`config.mk`:
```
export PLATFORM = sky130hd
export DESIGN_NAME = multicycle_control
export DESIGN_NICKNAME = d
export VERILOG_FILES = /design/src/rtl/ctrl_pkg.sv /design/src/rtl/alu_decoder.sv /design/src/rtl/multicycle_control.sv
export SDC_FILE = /design/constraint.sdc
export NUM_CORES = 1
export LEC_CHECK = 0
export BUFFER_PORTS_ARGS = -buffer_cell sky130_fd_sc_hd__buf_2
export CORE_AREA = 2 2 39 41
export DETAILED_ROUTE_END_ITERATION = 6
export DIE_AREA = 0 0 41 43
export PLACE_DENSITY = 0.75
export RECOVER_POWER = 50
export SETUP_SLACK_MARGIN = 0.1
export SKIP_LAST_GASP = 1
export SLEW_MARGIN = 25
export SYNTH_ARGS = -nofsm -noshare
export SYNTH_HDL_FRONTEND = slang
export SYNTH_HIERARCHICAL = 1
export SYNTH_SLANG_ARGS = --single-unit
```
`constraint.sdc`:
```
create_clock -name clk -period 2.45 [get_ports clk]
set_clock_uncertainty 0.2 [all_clocks]
set_input_delay 0.3675 -clock clk [delete_from_list [all_inputs] [get_ports clk]]
set_output_delay 0.3675 -clock clk [all_outputs]
set_load 0.02 [all_outputs]
```
`src/rtl/ctrl_pkg.sv`:
```
// ctrl_pkg: shared definitions for the multi-cycle RV32I control slice.
//   - state_t     : sequencer states (S_TRAP only reachable with ILLEGAL_TRAP_EN)
//   - alu_op_t    : ALU operation class driven from the FSM into alu_decoder
//   - OP_*        : opcode constants for lw, sw and R-type
//   - ALU_*       : alu_control encodings
//   - SRCA_/SRCB_/RES_/ADR_/IMM_ : mux-select encodings
package ctrl_pkg;

  typedef enum logic [3:0] {
    S_FETCH    = 4'd0,
    S_DECODE   = 4'd1,
    S_MEMADR   = 4'd2,
    S_MEMREAD  = 4'd3,
    S_MEMWB    = 4'd4,
    S_MEMWRITE = 4'd5,
    S_EXECR    = 4'd6,
    S_ALUWB    = 4'd7,
    S_TRAP     = 4'd8
  } state_t;

  typedef enum logic {
    ALUOP_ADD   = 1'b0,
    ALUOP_RTYPE = 1'b1
  } alu_op_t;

  localparam logic [6:0] OP_LOAD  = 7'b0000011;
  localparam logic [6:0] OP_STORE = 7'b0100011;
  localparam logic [6:0] OP_RTYPE = 7'b0110011;

  localparam logic [2:0] ALU_ADD     = 3'b000;
  localparam logic [2:0] ALU_SUB     = 3'b001;
  localparam logic [2:0] ALU_AND     = 3'b010;
  localparam logic [2:0] ALU_OR      = 3'b011;
  localparam logic [2:0] ALU_INVALID = 3'b111;

  localparam logic [1:0] SRCA_PC    = 2'b00;
  localparam logic [1:0] SRCA_OLDPC = 2'b01;
  localparam logic [1:0] SRCA_RS1   = 2'b10;

  localparam logic [1:0] SRCB_RS2  = 2'b00;
  localparam logic [1:0] SRCB_IMM  = 2'b01;
  localparam logic [1:0] SRCB_FOUR = 2'b10;

  localparam logic [1:0] RES_ALUOUT = 2'b00;
  localparam logic [1:0] RES_DATA   = 2'b01;
  localparam logic [1:0] RES_ALU    = 2'b10;

  localparam logic ADR_PC     = 1'b0;
  localparam logic ADR_ALUOUT = 1'b1;

  localparam logic [1:0] IMM_I = 2'b00;
  localparam logic [1:0] IMM_S = 2'b01;

  // True for the two opcodes that go through the address-compute state.
  function automatic logic is_mem_op(input logic [6:0] op);
    return (op == OP_LOAD) || (op == OP_STORE);
  endfunction

endpackage

```
`src/rtl/alu_decoder.sv`:
```
// alu_decoder: combinational mapping of ALU class + func3/func7 to alu_control.
// Ports:
//   i_alu_op      in  ALU class (add for address/PC math, R-type for EXECR)
//   i_func3       in  instr[14:12]
//   i_func7       in  instr[31:25]; only bit 5 (sub vs add) is significant
//   o_alu_control out ALU operation encoding
module alu_decoder
  import ctrl_pkg::*;
(
  input  alu_op_t     i_alu_op,
  input  logic [2:0]  i_func3,
  input  logic [6:0]  i_func7,
  output logic [2:0]  o_alu_control
);

  // Remaining func7 bits are deliberately ignored by this subset.
  logic w_unused_func7;
  assign w_unused_func7 = ^{i_func7[6], i_func7[4:0]};

  always_comb begin
    o_alu_control = ALU_ADD;
    if (i_alu_op == ALUOP_RTYPE) begin
      case (i_func3)
        3'b000:  o_alu_control = i_func7[5] ? ALU_SUB : ALU_ADD;
        3'b111:  o_alu_control = ALU_AND;
        3'b110:  o_alu_control = ALU_OR;
        default: o_alu_control = ALU_INVALID;
      endcase
    end else begin
      o_alu_control = ALU_ADD;
    end
  end

endmodule

```
`src/rtl/multicycle_control.sv`:
```
// multicycle_control: multi-cycle sequencer for lw, sw and R-type add/sub/and/or
// sharing one memory port with a ready handshake.
// Optional feature macro: ILLEGAL_TRAP_EN (adds TRAP state and illegal_instr).
// Ports:
//   clk, reset            clock (rising) and asynchronous active-high reset
//   op, func3, func7      instruction fields from the instruction register
//   mem_ready             memory completes the current access this cycle
//   mem_req/mem_write     memory request and store qualifier
//   adr_source            memory address select (PC / ALU-out register)
//   ir_write, pc_write    fetch-handshake pulses (Mealy on mem_ready)
//   reg_write             register file write enable
//   alu_src_a/alu_src_b   ALU operand selects
//   result_src            result bus select
//   imm_source            immediate format select
//   illegal_instr         trap flag (ILLEGAL_TRAP_EN only)
//   alu_control           ALU operation
// Outputs are decoded from the registered state so that ir_write/pc_write can
// follow mem_ready within the handshake cycle; all are forced low in reset.
module multicycle_control
  import ctrl_pkg::*;
(
  input  logic       clk,
  input  logic       reset,
  input  logic [6:0] op,
  input  logic [2:0] func3,
  input  logic [6:0] func7,
  input  logic       mem_ready,
  output logic       mem_req,
  output logic       mem_write,
  output logic       adr_source,
  output logic       ir_write,
  output logic       pc_write,
  output logic       reg_write,
  output logic [1:0] alu_src_a,
  output logic [1:0] alu_src_b,
  output logic [1:0] result_src,
  output logic [1:0] imm_source,
`ifdef ILLEGAL_TRAP_EN
  output logic       illegal_instr,
`endif
  output logic [2:0] alu_control
);

  state_t     r_state;
  alu_op_t    w_alu_op;
  logic [2:0] w_alu_control;

  assign w_alu_op = (r_state == S_EXECR) ? ALUOP_RTYPE : ALUOP_ADD;

  alu_decoder u_alu_decoder (
    .i_alu_op      (w_alu_op),
    .i_func3       (func3),
    .i_func7       (func7),
    .o_alu_control (w_alu_control)
  );

  // State register and transition logic.
  always_ff @(posedge clk or posedge reset) begin
    if (reset) begin
      r_state <= S_FETCH;
    end else begin
      case (r_state)
        S_FETCH:    if (mem_ready) r_state <= S_DECODE;
        S_DECODE: begin
          if (is_mem_op(op)) begin
            r_state <= S_MEMADR;
          end else if (op == OP_RTYPE) begin
            r_state <= S_EXECR;
          end else begin
`ifdef ILLEGAL_TRAP_EN
            r_state <= S_TRAP;
`else
            // Unknown opcode retires as a NOP.
            r_state <= S_FETCH;
`endif
          end
        end
        S_MEMADR:   r_state <= (op == OP_STORE) ? S_MEMWRITE : S_MEMREAD;
        S_MEMREAD:  if (mem_ready) r_state <= S_MEMWB;
        S_MEMWB:    r_state <= S_FETCH;
        S_MEMWRITE: if (mem_ready) r_state <= S_FETCH;
        S_EXECR:    r_state <= S_ALUWB;
        S_ALUWB:    r_state <= S_FETCH;
`ifdef ILLEGAL_TRAP_EN
        S_TRAP:     r_state <= S_TRAP;
`endif
        default:    r_state <= S_FETCH;
      endcase
    end
  end

  // Output decode from current state; everything low while reset is held.
  always_comb begin
    mem_req     = 1'b0;
    mem_write   = 1'b0;
    adr_source  = ADR_PC;
    ir_write    = 1'b0;
    pc_write    = 1'b0;
    reg_write   = 1'b0;
    alu_src_a   = SRCA_PC;
    alu_src_b   = SRCB_RS2;
    result_src  = RES_ALUOUT;
    imm_source  = IMM_I;
    alu_control = w_alu_control;
    case (r_state)
      S_FETCH: begin
        mem_req    = 1'b1;
        adr_source = ADR_PC;
        alu_src_a  = SRCA_PC;
        alu_src_b  = SRCB_FOUR;
        result_src = RES_ALU;
        ir_write   = mem_ready;
        pc_write   = mem_ready;
      end
      S_DECODE: begin
        // Branch-target precompute; result is not consumed by this subset.
        alu_src_a = SRCA_OLDPC;
        alu_src_b = SRCB_IMM;
      end
      S_MEMADR: begin
        alu_src_a  = SRCA_RS1;
        alu_src_b  = SRCB_IMM;
        imm_source = (op == OP_STORE) ? IMM_S : IMM_I;
      end
      S_MEMREAD: begin
        mem_req    = 1'b1;
        adr_source = ADR_ALUOUT;
      end
      S_MEMWB: begin
        reg_write  = 1'b1;
        result_src = RES_DATA;
      end
      S_MEMWRITE: begin
        mem_req    = 1'b1;
        mem_write  = 1'b1;
        adr_source = ADR_ALUOUT;
      end
      S_EXECR: begin
        alu_src_a = SRCA_RS1;
        alu_src_b = SRCB_RS2;
      end
      S_ALUWB: begin
        reg_write  = 1'b1;
        result_src = RES_ALUOUT;
      end
      default: begin
        mem_req = 1'b0;
      end
    endcase
    if (reset) begin
      mem_req     = 1'b0;
      mem_write   = 1'b0;
      adr_source  = 1'b0;
      ir_write    = 1'b0;
      pc_write    = 1'b0;
      reg_write   = 1'b0;
      alu_src_a   = 2'b00;
      alu_src_b   = 2'b00;
      result_src  = 2'b00;
      imm_source  = 2'b00;
      alu_control = 3'b000;
    end else begin
      alu_control = alu_control;
    end
  end

`ifdef ILLEGAL_TRAP_EN
  // Trap flag, held until reset.
  always_comb begin
    if (reset) begin
      illegal_instr = 1'b0;
    end else begin
      illegal_instr = (r_state == S_TRAP);
    end
  end
`endif

endmodule

```
# After elaboration in Yosys (flattened, before gate mapping)
# Index checks and enable logic that the tools add are counted.
# totals
in_bits	20
regBits	4
wordCells	56
out_inout_bits	17
# op_classes
muxes	31
n_reduce_logical	9
eq_ne	15
# ops
op	n
one-hot mux 4 bit (6 select lines)	1
== test 4 x 3 -> 1 bit (second input constant)	4
two-way mux 3 bit	5
== test 7 x 6 -> 1 bit (second input constant)	2
two-way mux 1 bit	14
two-way mux 4 bit	3
one-hot mux 2 bit (2 select lines)	3
one-hot mux 3 bit (3 select lines)	1
== test 4 x 2 -> 1 bit (second input constant)	2
two-way mux 2 bit	4
OR reduction 2 bit	4
== test 7 x 2 -> 1 bit (second input constant)	1
== test 3 bit (second input constant)	2
!= test 2 bit (second input constant)	3
== test 4 x 1 -> 1 bit (second input constant)	1
logical NOT 4 bit	1
logical NOT 3 bit	1
AND reduction 3 bit	1
OR reduction 3 bit	1
logical OR 1 bit	1

# Depth between registers and ports, before layout
# Gate-level depths: netlist of the first run.
# depth
word_depth	4
depth_mapped	5
mapped_depth_nobuf	4

# Modules after synthesis
# The synthesis of the first run kept the hierarchy.
# by_module_without_submodules
module	cells_per_inst	seq_area_each_um2	n_inst	area_per_inst_um2
multicycle_control	55	75.1	1	444.2
alu_decoder	6	0.0	1	45.0

# Least setup slack after synthesis of the first run
# Ideal clock, no wire load.
# synth_timing
path_type	input to output
startpoint	in reset
endpoint	out pc_write
path_stages	4
n_path_buf	2
slack_ns	0.294
t_arrival_ns	1.588
required_time_ns	1.882
path_cell_list	buf_2 -> nor4_2 -> and2_1 -> buf_4
# synth_via
elab_chain_len	1
# synth_lines
element	line_no	source
from (decl)	multicycle_control.sv:23	input logic reset,
two-way mux 1 bit	n/a	
to (decl)	multicycle_control.sv:32	output logic pc_write,
# Every way passes these cells.

# Final worst setup path of the first run
# layout_timing
startpoint	in reset
endpoint	out reg_write
# layout_via
elab_chain_len	1
# layout_lines
element	line_no	source
two-way mux 1 bit	multicycle_control.sv:150	if (reset) begin
to (decl)	multicycle_control.sv:33	output logic reg_write,
# Every way passes these cells.

==> summary.txt, run 1 <==
Floorplanning
  • Initial core utilization: 35.4%
  • Io pins: 37
  • Core Box Area: 0.00138 mm²
  • Die Width: 41 µm
  • DIE AREA: 0.00176 mm²
  • Die height: 43 µm
  • Row count: 14

Global route
  • First-pass GRT wire length: 1.81 mm
  • Largest net degree at the start of global routing: 15
  • Initial antenna violation count: 0
  • GRT Util Overall: 15.1%
  • Vias in the first global route: 475
  • GRT Residual Overflow: 0

Detailed routing
  • Avg Vias per Cell: 5.17
  • Drt pass-1 iters: 4
  • 1st-iter DRT viols: 6
  • Post-route DRC: 0
  • Via count: 538
  • ANT nets after route: 0
  • WL/cell: 11.0 µm
  • DRT Wirelength: 1.14 mm

Worst setup path
  • WP data arrival: 1.70 ns
  • CP cell instances: dlygate4sd3_1 -> buf_2 -> inv_2 -> nand2_1 -> nor3b_1 -> buf_2
  • Reg2Reg Capture Point: r_state[0]
  • R2R Setup Slk: 0.97 ns
  • Crit path max-delay cell type: dlygate4sd3_1
  • Reg2Reg Depth: 3
  • Worst setup SP type: primary input
  • Required @ worst endpoint: 1.88 ns
  • Most frequent CP cell: buf_2
  • RR Startpoint: r_state[1]
  • Crit-path max cell delay: 0.54 ns
  • Setup crit end kind: output pin
  • Critical path class: primary input to output pin
  • Peak fanout along the critical path: 10

Hold path
  • Hold Path End: r_state[0]
  • Hold wc startpoint: mem_ready
  • Hold depth: 2
  • Worst Hold Class: primary input to register

Power
  • Peak VDD IR: 0.173 mV
  • P per Cell Area: 467 mW/mm²
  • LEAKAGE: 0.299 nW

Place
  • RePlAce Congestion: 0.751
  • Final HPWL DP: 852 µm
  • Port bufs: 29
  • Pre-CTS WS: 0.510 ns

Synth
  • Syn nets: 81
  • Post-synthesis cell area: 489 µm²
  • Register area share after synthesis: 15.3%
  • Number of flops mapped to enable cells by yosys: 0
  • Syn Inst Count: 61
  • Ys flop type: dfrtp_1
  • Synth cell types: 36
  • Synth area leaders: dfrtp_1 15%, buf_4 7.7%, nor2b_1 5.1%, nor4_2 5.1%, nor4b_4 4.9%
  • Yosys top cell by area: dfrtp_1
  • Post-synthesis async set-or-reset flop share: 100%
  • Syn Area/Cell: 8.02 µm²
  • Synth Register Bits: 3
  • Syn. warnings: 6
  • Synth top cells by count: 5 x buf_4, 5 x nand2_1, 4 x nor2_1, 4 x nor2b_1
  • Top cell type's share of synthesized area: 15.3%

Layout
  • Multi-input gate area: 355 µm²
  • Synth-to-Final Area Change: 29.4%
  • Max reg flops: 3
  • Final core utilization: 45.8%
  • # fillers: 146
  • FF/Latch Area: 75.1 µm²
  • Final #Nets: 109
  • Layout cell share with drive strength beyond 1: 40.9%
  • Diode count: 0
  • Biggest regs: r_state (3)
  • Largest Register: r_state

CTS
  • Clock-pin slew on the worst setup and hold paths: 0.04 ns
  • Setup bufs post-CTS: 0
  • CTS Buf Count: 3
  • Clock root buffer: clkbuf_4
  • CTS sink count: 3
  • CTS tree: yes
  • Skew-Pair Late Insertion Delay: 0.23 ns
  • Clock Path Buffers: 2
  • CTS H-tree lvls: 1

Timing
  • Slew at the pin closest to its max-slew limit: 0.555 ns
  • Final min period: 2.27 ns
  • Fin crit share: 92.5%
  • Worst setup margin: 0.184 ns
  • Max Clk Rate: 441 MHz
  • Sum of negative setup slack: 0 ns
  • Final hold vios: 0
  • Final setup fails: 0
  • Final Max Slew Viols: 0
  • Slew HR: 63.0%
  • RSZ-0062 raised after global routing: yes

Job
  • Maxcap violations: 0

Run status
  • Status: completed
## how the worst max path moves through the flow
stage | to | cells after the start | from
finish | reg_write | 6 | reset
global route | reg_write | 6 | reset
CTS | reg_write | 6 | reset
detailed placement | alu_control[2] | 5 | r_state[1]
global placement | alu_control[2] | 5 | r_state[1]
floorplan | pc_write | 4 | reset
## cells in the final DEF (no fill, tap or decap), types with 2 or more instances in the layout
| cell | instances |
|---|---|
| buf_2 | 24 |
| nor2_1 | 4 |
| clkbuf_1 | 6 |
| nor3b_1 | 2 |
| inv_2 | 2 |
| dfrtp_1 | 3 |
| nor2b_1 | 4 |
| a21oi_1 | 2 |
| a211oi_1 | 2 |
| clkbuf_4 | 3 |
| nand2_1 | 5 |
| mux2i_1 | 2 |
| nand2b_1 | 2 |
| o22ai_1 | 2 |
| nor3_1 | 3 |
## metal layers
metal / routed length [µm] / GRT usage, %
met1: 471 / 18.1
met2: 612 / 22.5
met3: 55 / 5.24
met4: 0 / 8.00
met5: 0 / 0
## critical path, delay by kind of cell
kind | cells | cell delay (ns)
buffers and inverters | 4 | 1.05
AND/OR/NAND/NOR | 2 | 0.28
## where the power goes
part	switching, mW	internal (mW)
clock network	0.0249	0.0610
logic	0.0696	0.0585
registers	0.0257	0.0556
## area by class of cell
type	count	share of cell area [%]
clock buffers	4	4.15
inverters	2	1.19
multi-input cells	49	56.1
flip-flops and latches	3	11.9
well taps	16	3.16
repair buffers	30	23.5
## stage by stage
step	power (mW)	hold slack [ns]	instance area (µm²)	cells
2_1_floorplan	0.180	0.115	489	61
3_3_place_gp	0.203	0.154	601	99
3_5_place_dp	0.206	0.166	601	99
4_1_cts	0.298	0.185	637	104
5_1_grt	0.324	0.189	633	104
6_report	0.295	0.191	633	104
## repair_timing
action / in CTS / in global routing
hold buffers: 1 / 0
endpoints found under the hold margin: 3 / 0
setup endpoints to repair: 0 / 3
gates resized for setup: 0 / 2
## cell families (layout without fill, tap and decap cells)
| group | count (synthesis) | after routing | synth area share, % |
|---|---|---|---|
| other | 1 | 1 | 0.767 |
| AND/OR/NAND/NOR | 35 | 35 | 52.2 |
| flip-flops | 3 | 3 | 15.3 |
| buffers and inverters | 9 | 36 | 12.5 |
| multiplexers | 2 | 2 | 4.09 |
| AO/OA/AOI/OAI | 10 | 10 | 13.3 |
| XOR/XNOR | 1 | 1 | 1.79 |
(Power assumes the default switching activity.)
==> inputs of run 2 (changes only) <==
Clock period 2.45 ns to 2.2 ns, I/O delays scaled along.
==> run 2 against run 1 <==
  * Core utilization increased by 2.8 points
  * Sequential share of layout area decreased by 0.50 points
  * Register-to-register slack got worse by 0.15 ns
  * Combinational power increased by 34%
  * Non-clock buffer count increased by 5
  * Via count increased by 0.56%
  * Setup slack improved by 0.024 ns
  * Highest routed layer unchanged
==> summary.txt, run 2 (synthesis results as in run 1) <==
Layout
  • # fillers: 140
  • Synth-to-Final Area Change: 37.3%
  • FF/Latch Area: 76.3 µm²
  • Final cell count without fillers: 109
  • Commonest non-fill, non-tap cells in the layout: 24 x buf_2, 7 x clkbuf_1, 5 x nand2_1, 4 x nor2_1, 4 x nor2b_1
  • Diode count: 0
  • Most common cell after layout, fill and taps aside: buf_2
  • Final #Nets: 114
  • Max reg flops: 3
  • Biggest regs: r_state (3)
  • Multi-input gate area: 347 µm²
  • Largest Register: r_state
  • Layout cell share with drive strength beyond 1: 43.0%

Floorplanning
  • Die height: 43 µm
  • Io pins: 37
  • Row count: 14
  • Initial core utilization: 35.4%
  • DIE AREA: 0.00176 mm²
  • Core Box Area: 0.00138 mm²
  • Die Width: 41 µm

Detailed routing
  • Post-route DRC: 0
  • WL/cell: 9.96 µm
  • DRT Wirelength: 1.09 mm
  • 1st-iter DRT viols: 7
  • Drt pass-1 iters: 2
  • Via count: 541
  • Avg Vias per Cell: 4.96
  • ANT nets after route: 0

Worst setup path
  • Setup crit end kind: output pin
  • Critical path class: register to output pin
  • Worst setup SP type: register
  • Crit path max-delay cell type: dfrtp_1
  • Required @ worst endpoint: 1.67 ns
  • WP data arrival: 1.46 ns
  • R2R Setup Slk: 0.82 ns
  • Crit-path max cell delay: 0.53 ns
  • Peak fanout along the critical path: 9
  • CP cell instances: inv_2 -> nor2_1 -> and3_2 -> nor2b_1 -> buf_2

Timing
  • Final setup fails: 0
  • RSZ-0062 raised after global routing: no
  • Max Clk Rate: 502 MHz
  • Final min period: 1.99 ns
  • Final Max Slew Viols: 0
  • Sum of negative setup slack: 0 ns
  • Worst setup margin: 0.208 ns
  • Fin crit share: 90.5%
  • Final hold vios: 0

Run status
  • Status: completed

CTS
  • Clock-pin slew on the worst setup and hold paths: 0.04 ns
  • CTS Buf Count: 3
  • CTS tree: yes
  • Skew-Pair Late Insertion Delay: 0.22 ns
  • Clock Path Buffers: 2
  • Clock root buffer: clkbuf_4
  • CTS sink count: 3
  • CTS H-tree lvls: 1

Global route
  • GRT Residual Overflow: 0
  • GRT Util Overall: 14.1%
  • First-pass GRT wire length: 1.74 mm
  • Largest net degree at the start of global routing: 14
  • Vias in the first global route: 450
  • Initial antenna violation count: 0

Place
  • Pre-CTS WS: 0.290 ns
  • Port bufs: 29
  • Placed Instances: 100
  • Final HPWL DP: 823 µm
  • RePlAce Congestion: 0.751

Job
  • Maxcap violations: 0

Power
  • LEAKAGE: 0.323 nW
  • Peak VDD IR: 0.198 mV
  • P per Cell Area: 509 mW/mm²

Hold path
  • Worst Hold Class: primary input to register
[run 2: final timing paths]
path	startpoint	end	cells after the start
max reg2reg	r_state[1]	r_state[1]	4
min reg2reg	r_state[0]	r_state[0]	1
max	r_state[2]	alu_control[2]	5
min in group asynchronous	reset	r_state[2]	3
min	mem_ready	r_state[0]	2
max in group asynchronous	reset	r_state[0]	3
[run 2: worst max-delay path: cells and delay by family (launching register included)]
family	cells	cell delay, ns
flip-flops	1	0.53
AND/OR/NAND/NOR	3	0.46
buffers and inverters	2	0.25
[run 2: where the power goes]
part / internal [mW] / switching, mW / total [mW]
clock: 0.0678 / 0.0257 / 0.0935
sequential: 0.0631 / 0.0127 / 0.0758
combinational: 0.0797 / 0.0927 / 0.172
[run 2: per-layer routing]
metal | wire (µm) | share of wire (%) | vias to the layer above | track usage (%)
met5 | 0 | 0 | - | 0
li1 | - | - | 279 | -
met2 | 545 | 50 | 14 | 21.3
met3 | 43 | 4.0 | 0 | 4.71
met4 | 0 | 0 | 0 | 4.00
met1 | 497 | 46 | 248 | 18.4
[run 2: layout make-up]
type | count | area share [%]
clock buffers | 4 | 3.91
inverters | 2 | 1.12
multi-input cells | 49 | 51.6
flip-flops and latches | 3 | 11.4
well taps | 16 | 2.98
repair buffers | 35 | 29.1
[run 2: what timing repair did]
item                                    CTS  global route
endpoints found under the setup margin    3             2
hold endpoints to repair                  3             0
hold buffers                              1             0
setup buffers                             0             4
resized for setup                         2             1
pin swaps                                 0             0
[run 2: through the flow]
stage | hold slack (ns) | util, % | area [µm²] | power, mW
global route | 0.159 | 48.6 | 672 | 0.374
global placement | 0.117 | 43.9 | 608 | 0.228
floorplan | 0.0775 | - | 489 | 0.201
CTS | 0.152 | 46.7 | 647 | 0.331
finish | 0.152 | 48.6 | 672 | 0.342
detailed placement | 0.123 | 43.9 | 608 | 0.231
